## src/rtl/pll_pkg.sv

```systemverilog
// Shared definitions for the digital PLL blocks.
// Holds the default DCO divider and pending-counter width, a period-length selector type,
// and the saturation-limit helper used by the signed pending-correction counter.
package pll_pkg;

  localparam int unsigned DefaultDivider   = 16;
  localparam int unsigned DefaultPendWidth = 4;

  // Length chosen for the period that is about to start.
  typedef enum logic [1:0] {
    LenNominal,
    LenShort,
    LenLong
  } len_sel_e;

  // Symmetric saturation bound of a signed counter: +/-(2^(width-1)-1).
  // The most negative code is never used, so advance and retard have equal range.
  function automatic int sat_limit(input int unsigned width);
    return (1 << (width - 1)) - 1;
  endfunction

endpackage

```

## src/rtl/pending_accumulator.sv

```systemverilog
// Saturating signed up/down counter of corrections that have been requested but not yet
// applied to the DCO period.
// Ports:
//   clk_i, reset_i  clock and asynchronous active-low reset
//   carry_i         +1 request (advance)
//   borrow_i        -1 request (retard)
//   advance_i       a shortened period was just chosen, so one +1 has been applied
//   retard_i        a lengthened period was just chosen, so one -1 has been applied
//   pending_o       signed count still outstanding
module pending_accumulator
  import pll_pkg::*;
#(
  parameter int unsigned WIDTH = DefaultPendWidth
) (
  input  logic                    clk_i,
  input  logic                    reset_i,
  input  logic                    carry_i,
  input  logic                    borrow_i,
  input  logic                    advance_i,
  input  logic                    retard_i,
  output logic signed [WIDTH-1:0] pending_o
);

  localparam int Limit = sat_limit(WIDTH);

  logic signed [WIDTH-1:0] pending_q, pending_d;
  int sum;

  // Requests and the correction applied this edge merge into a single update, so a
  // request in the terminal cycle lands after that cycle's evaluation.
  always_comb begin
    sum = int'(pending_q);
    if (carry_i)   sum = sum + 1;
    if (borrow_i)  sum = sum - 1;
    if (advance_i) sum = sum - 1;
    if (retard_i)  sum = sum + 1;
    if (sum > Limit) begin
      sum = Limit;
    end else if (sum < -Limit) begin
      sum = -Limit;
    end
    pending_d = WIDTH'(sum);
  end

  always_ff @(posedge clk_i or negedge reset_i) begin
    if (!reset_i) begin
      pending_q <= '0;
    end else begin
      pending_q <= pending_d;
    end
  end

  assign pending_o = pending_q;

endmodule

```

## src/rtl/id_pulse_modulator.sv

```systemverilog
// Increment/decrement pulse modulator (DCO) of a digital PLL.
// Divides clk_i by DIVIDER, shortening a period by one cycle per outstanding advance and
// lengthening it by one cycle per outstanding retard. High time is fixed at DIVIDER/2.
// Ports:
//   clk_i, reset_i  clock and asynchronous active-low reset
//   carry_i         one-cycle advance request
//   borrow_i        one-cycle retard request
//   clk_o           registered divided clock
//   periodStart_o   strobe in the first cycle of each period (clk_o rising)
//   advanced_o      with periodStart_o: this period is DIVIDER-1 long
//   retarded_o      with periodStart_o: this period is DIVIDER+1 long
//   pending_o       signed count of corrections not yet applied
module id_pulse_modulator
  import pll_pkg::*;
#(
  parameter int unsigned DIVIDER    = DefaultDivider,
  parameter int unsigned PEND_WIDTH = DefaultPendWidth
) (
  input  logic                         clk_i,
  input  logic                         reset_i,
  input  logic                         carry_i,
  input  logic                         borrow_i,
  output logic                         clk_o,
  output logic                         periodStart_o,
  output logic                         advanced_o,
  output logic                         retarded_o,
  output logic signed [PEND_WIDTH-1:0] pending_o
);

  // Wide enough for the longest period length, DIVIDER+1.
  localparam int unsigned PW = $clog2(DIVIDER + 2);

  logic [PW-1:0] phase_q, phase_d;
  logic [PW-1:0] len_q, len_d;
  logic          clk_q, clk_d;
  logic          start_q, adv_q, ret_q;
  logic          terminal;
  len_sel_e      len_sel;
  logic signed [PEND_WIDTH-1:0] pending;

  pending_accumulator #(
    .WIDTH(PEND_WIDTH)
  ) u_pending (
    .clk_i    (clk_i),
    .reset_i  (reset_i),
    .carry_i  (carry_i),
    .borrow_i (borrow_i),
    .advance_i(len_sel == LenShort),
    .retard_i (len_sel == LenLong),
    .pending_o(pending)
  );

  always_comb begin
    terminal = (phase_q == len_q - PW'(1));
    len_sel  = LenNominal;
    if (terminal) begin
      if (pending[PEND_WIDTH-1]) begin
        len_sel = LenLong;
      end else if (pending != '0) begin
        len_sel = LenShort;
      end
    end

    phase_d = terminal ? '0 : phase_q + PW'(1);

    len_d = len_q;
    if (terminal) begin
      unique case (len_sel)
        LenShort: len_d = PW'(DIVIDER - 1);
        LenLong:  len_d = PW'(DIVIDER + 1);
        default:  len_d = PW'(DIVIDER);
      endcase
    end

    // Only the low time stretches or shrinks, since the fall is fixed at phase DIVIDER/2.
    clk_d = clk_q;
    if (terminal) begin
      clk_d = 1'b1;
    end else if (phase_d == PW'(DIVIDER / 2)) begin
      clk_d = 1'b0;
    end
  end

  // Reset parks the phase in the terminal cycle so the first edge starts a fresh period.
  always_ff @(posedge clk_i or negedge reset_i) begin
    if (!reset_i) begin
      phase_q <= PW'(DIVIDER - 1);
      len_q   <= PW'(DIVIDER);
      clk_q   <= 1'b0;
      start_q <= 1'b0;
      adv_q   <= 1'b0;
      ret_q   <= 1'b0;
    end else begin
      phase_q <= phase_d;
      len_q   <= len_d;
      clk_q   <= clk_d;
      start_q <= terminal;
      adv_q   <= (len_sel == LenShort);
      ret_q   <= (len_sel == LenLong);
    end
  end

  assign clk_o         = clk_q;
  assign periodStart_o = start_q;
  assign advanced_o    = adv_q;
  assign retarded_o    = ret_q;
  assign pending_o     = pending;

endmodule

```

## config.mk

```make
export PLATFORM = sky130hd
export DESIGN_NAME = id_pulse_modulator
export DESIGN_NICKNAME = d
export VERILOG_FILES = /design/src/rtl/pll_pkg.sv /design/src/rtl/pending_accumulator.sv /design/src/rtl/id_pulse_modulator.sv
export SDC_FILE = /design/constraint.sdc
export NUM_CORES = 1
export LEC_CHECK = 0
export CAP_MARGIN = 20
export CORE_UTILIZATION = 29
export DETAILED_ROUTE_END_ITERATION = 10
export HOLD_SLACK_MARGIN = 0.03
export PLACE_DENSITY_LB_ADDON = 0.05
export SYNTH_ARGS = -nofsm -noshare
export SYNTH_HDL_FRONTEND = slang
export SYNTH_HIERARCHICAL = 1
export SYNTH_SLANG_ARGS = --single-unit
```

## constraint.sdc

```tcl
create_clock -name clk_i -period 9 [get_ports clk_i]
set_input_delay 2.7 -clock clk_i [delete_from_list [all_inputs] [get_ports clk_i]]
set_output_delay 2.7 -clock clk_i [all_outputs]
set_load 0.03 [all_outputs]
```

==> flow_summary.yaml <==
flow_run:
  max_cap_viol_count: 0
sta:
  min_period_ps: 8050
  final_hold_viol_count: 0
  setup_violations: 0
  fin_setup_tns_ps: 0
  max_slew_margin_pct: 40.9
  whs_ps: 475
  skew_ps: 3.72
  fmax_mhz: 124
  worst_pin_slew_ps: 875
  rsz0062_at_grt: "false"
  period_share_pct: 89.5
  slew_viol_final: 0
grt:
  grt_max_degree: 33
  grt_pass1_wl_mm: 14.9
  grt_overflow: 0
  gr-usage-all-layers_pct: 18.3
  grt_pass1_vias: 2812
  antenna_found_initial: 0
logic_synthesis:
  synth.most_common_cell: "nand2_1"
  syn-num-nets: 396
  synthArstFlopShare_pct: 100
  synth_cell_types: 84
  synth_area_um2: 2930
  yosysSeqAreaShare_pct: 13.9
  synth_largest_area_cell: "dfrtp_1"
  synth-edff-count: 0
  synthFlopType: "dfrtp_1"
  yosysTopAreaCellShare_pct: 9.38
  synth_seq_cells: 16
  avgSynthCellArea_um2: 7.85
  yosysWarningCount: 6
  synth.area.top_cells: "dfrtp_1, ha_1, dfstp_2"
  yosys-top-cells-count: "nand2_1, nor2_1, nand3_1, ha_1"
  synth_cells: 374
die:
  boundaryPins: 12
  die_w_um: 103
  start_util_pct: 30.0
  coreArea_um2: 9770
  dieArea_um2: 10500
  fp.dieH_um: 103
  row_count: 36
cts:
  clock_latency_ps: 250
  post_cts_buffers: 0
  cts_hold_buf: 0
  post_cts_resize_count: 0
  clock_path_buffers: 2
  ctsHtreeMaxLevel: 1
  clkTransAtPathRegs_ps: 70
  cts_sinks: 16
  cts_tree: "yes"
  cts_made_buffers: 3
  clock-root-buffer: "clkbuf_8"
critical_path:
  r2r-end: "u_pending/pending_o[1]"
  path_depth: 16
  reg2reg_depth: 15
  worstPathArrival_ps: 8170
  crit_type: "in -> reg"
  crit_top_cell: "or3_4"
  endpoint: "u_pending/pending_o[1]"
  worst_setup_path_startpoint: "carry_i"
  critPathSlowestCell: "or4b_2"
  worstPathCellList: "clkdlybuf4s50_1 > buf_4 > or3_4 > a21oi_4 > o21ai_0 > ha_1 > or4b_2 > a22oi_1 > a21boi_0 > and3_1 > xor2_1 > or4bb_1 > or3_4 > mux2i_1 > o41ai_2 > o21ai_1"
  slowest_delay_ps: 690
  critical-path-top-delay-family: "simple AND/OR/NAND/NOR gates"
  path_buf_inv: 2
  cp-end-kind: "flip-flop"
  r2r-start: "u_pending/pending_o[0]"
  startpoint_type: "primary input"
  r2r_setup_slack_ps: 3080
  crit_fanout: 14
  cp.required_ps: 9110
cells_and_area:
  nFillCells: 1065
  final_util_pct: 32.7
  antenna_cells: 0
  drive_gt1_share_pct: 11.9
  syn_to_final_growth_pct: 8.91
  num-nets-final: 400
  design_area_um2: 3200
detailed_routing:
  drtAntennaViolNets: 0
  viasPerCell: 5.76
  firstDrtPassIters: 5
  wl_mm: 9.21
  drtIter0Drc: 191
  vias: 2940
  avgRoutedWirePerCell_um: 18.0
  drc: 0
power_and_ir_drop:
  total_power_w: 0.00135
  power_density_nw_per_um2: 423
  irDropWorstVdd_mv: 0.106
  p_leak_nw: 1.14
place:
  place_congestion: 0.924
  dp_hpwl_mm: 7.34
  placed_area_um2: 3140
  port_buffers: 11
worst_hold_path:
  hold_class: "reg -> reg"
status:
  status: "complete, no violations"
==> through the flow <==
step | setup slack (ps) | instances
floorplan | 2000 | 374
global placement | 595 | 506
detailed placement | 762 | 506
CTS | 1010 | 510
global route | 723 | 510
finish | 946 | 510
==> state kept, by name, indices dropped and copies added (netlist names) <==
name                 flops
phase_q                  5
u_pending/pending_o      4
len_q                    3
advanced_o               1
clk_o                    1
periodStart_o            1
retarded_o               1
==> power breakdown <==
group          switching, W  internal (W)  leakage, nW
sequential        0.0000603      0.000113        0.186
clock             0.0000255     0.0000388       0.0288
combinational      0.000682      0.000434        0.925
total              0.000768      0.000585         1.14
==> routing by layer <==
layer / GRT usage [%] / vias to the layer above / wire [µm]
li1: - / 1428 / -
met1: 26.6 / 1406 / 4580
met2: 29.1 / 87 / 4070
met3: 2.10 / 19 / 340
met4: 3.63 / 0 / 212
met5: 0 / - / 0
==> worst min-delay path by stage <==
stage	end	cells after the start	slack, ps	start
after floorplan	len_q[4]	2	450	len_q[4]
after global placement	clk_o	1	460	clk_o
after detailed placement	len_q[4]	2	470	len_q[4]
after CTS	len_q[4]	2	480	len_q[4]
after global routing	clk_o	1	500	clk_o
final	len_q[4]	2	470	len_q[4]
==> layout by cell type (no fill, tap or decap), drive strengths merged, types with 8 or more instances in the layout <==
cell,n
and2,13
nor3,14
xor2,11
inv,10
xnor2,16
nor2,27
a21oi,18
nand2,29
nand4,10
clkdlybuf4s50,11
dfrtp,11
ha,18
nand3,20
o21ai,20
nand2b,8
==> kinds of logic after synthesis <==
kind of cell             Yosys count  synth area share [%]
multiplexers                       9                  3.33
flip-flops                        16                  13.9
adder cells (fa/ha/maj)           18                  7.68
AO/OA/AOI/OAI                    107                  27.5
XOR/XNOR                          29                  9.85
AND/OR/NAND/NOR                  167                  32.8
buffers and inverters             28                  5.07
==> worst reg2reg max path: cells and delay by family (launching register included) <==
family | cells | cell delay (ps)
AOI/OAI and AO/OA | 6 | 1790
xor gates and xnor gates | 1 | 160
adders and majority gates | 2 | 780
DFF | 1 | 600
muxes | 1 | 140
and+or+nand+nor | 5 | 2320
==> layout make-up <==
type | count | area, µm² | area share (%)
clock buffers | 4 | 55.1 | 1.72
multi-input cells | 330 | 2380 | 74.4
repair buffers | 16 | 148 | 4.62
well taps | 133 | 166 | 5.21
flip-flops and latches | 16 | 407 | 12.7
inverters | 11 | 41.3 | 1.29
(Power assumes the default switching activity.)
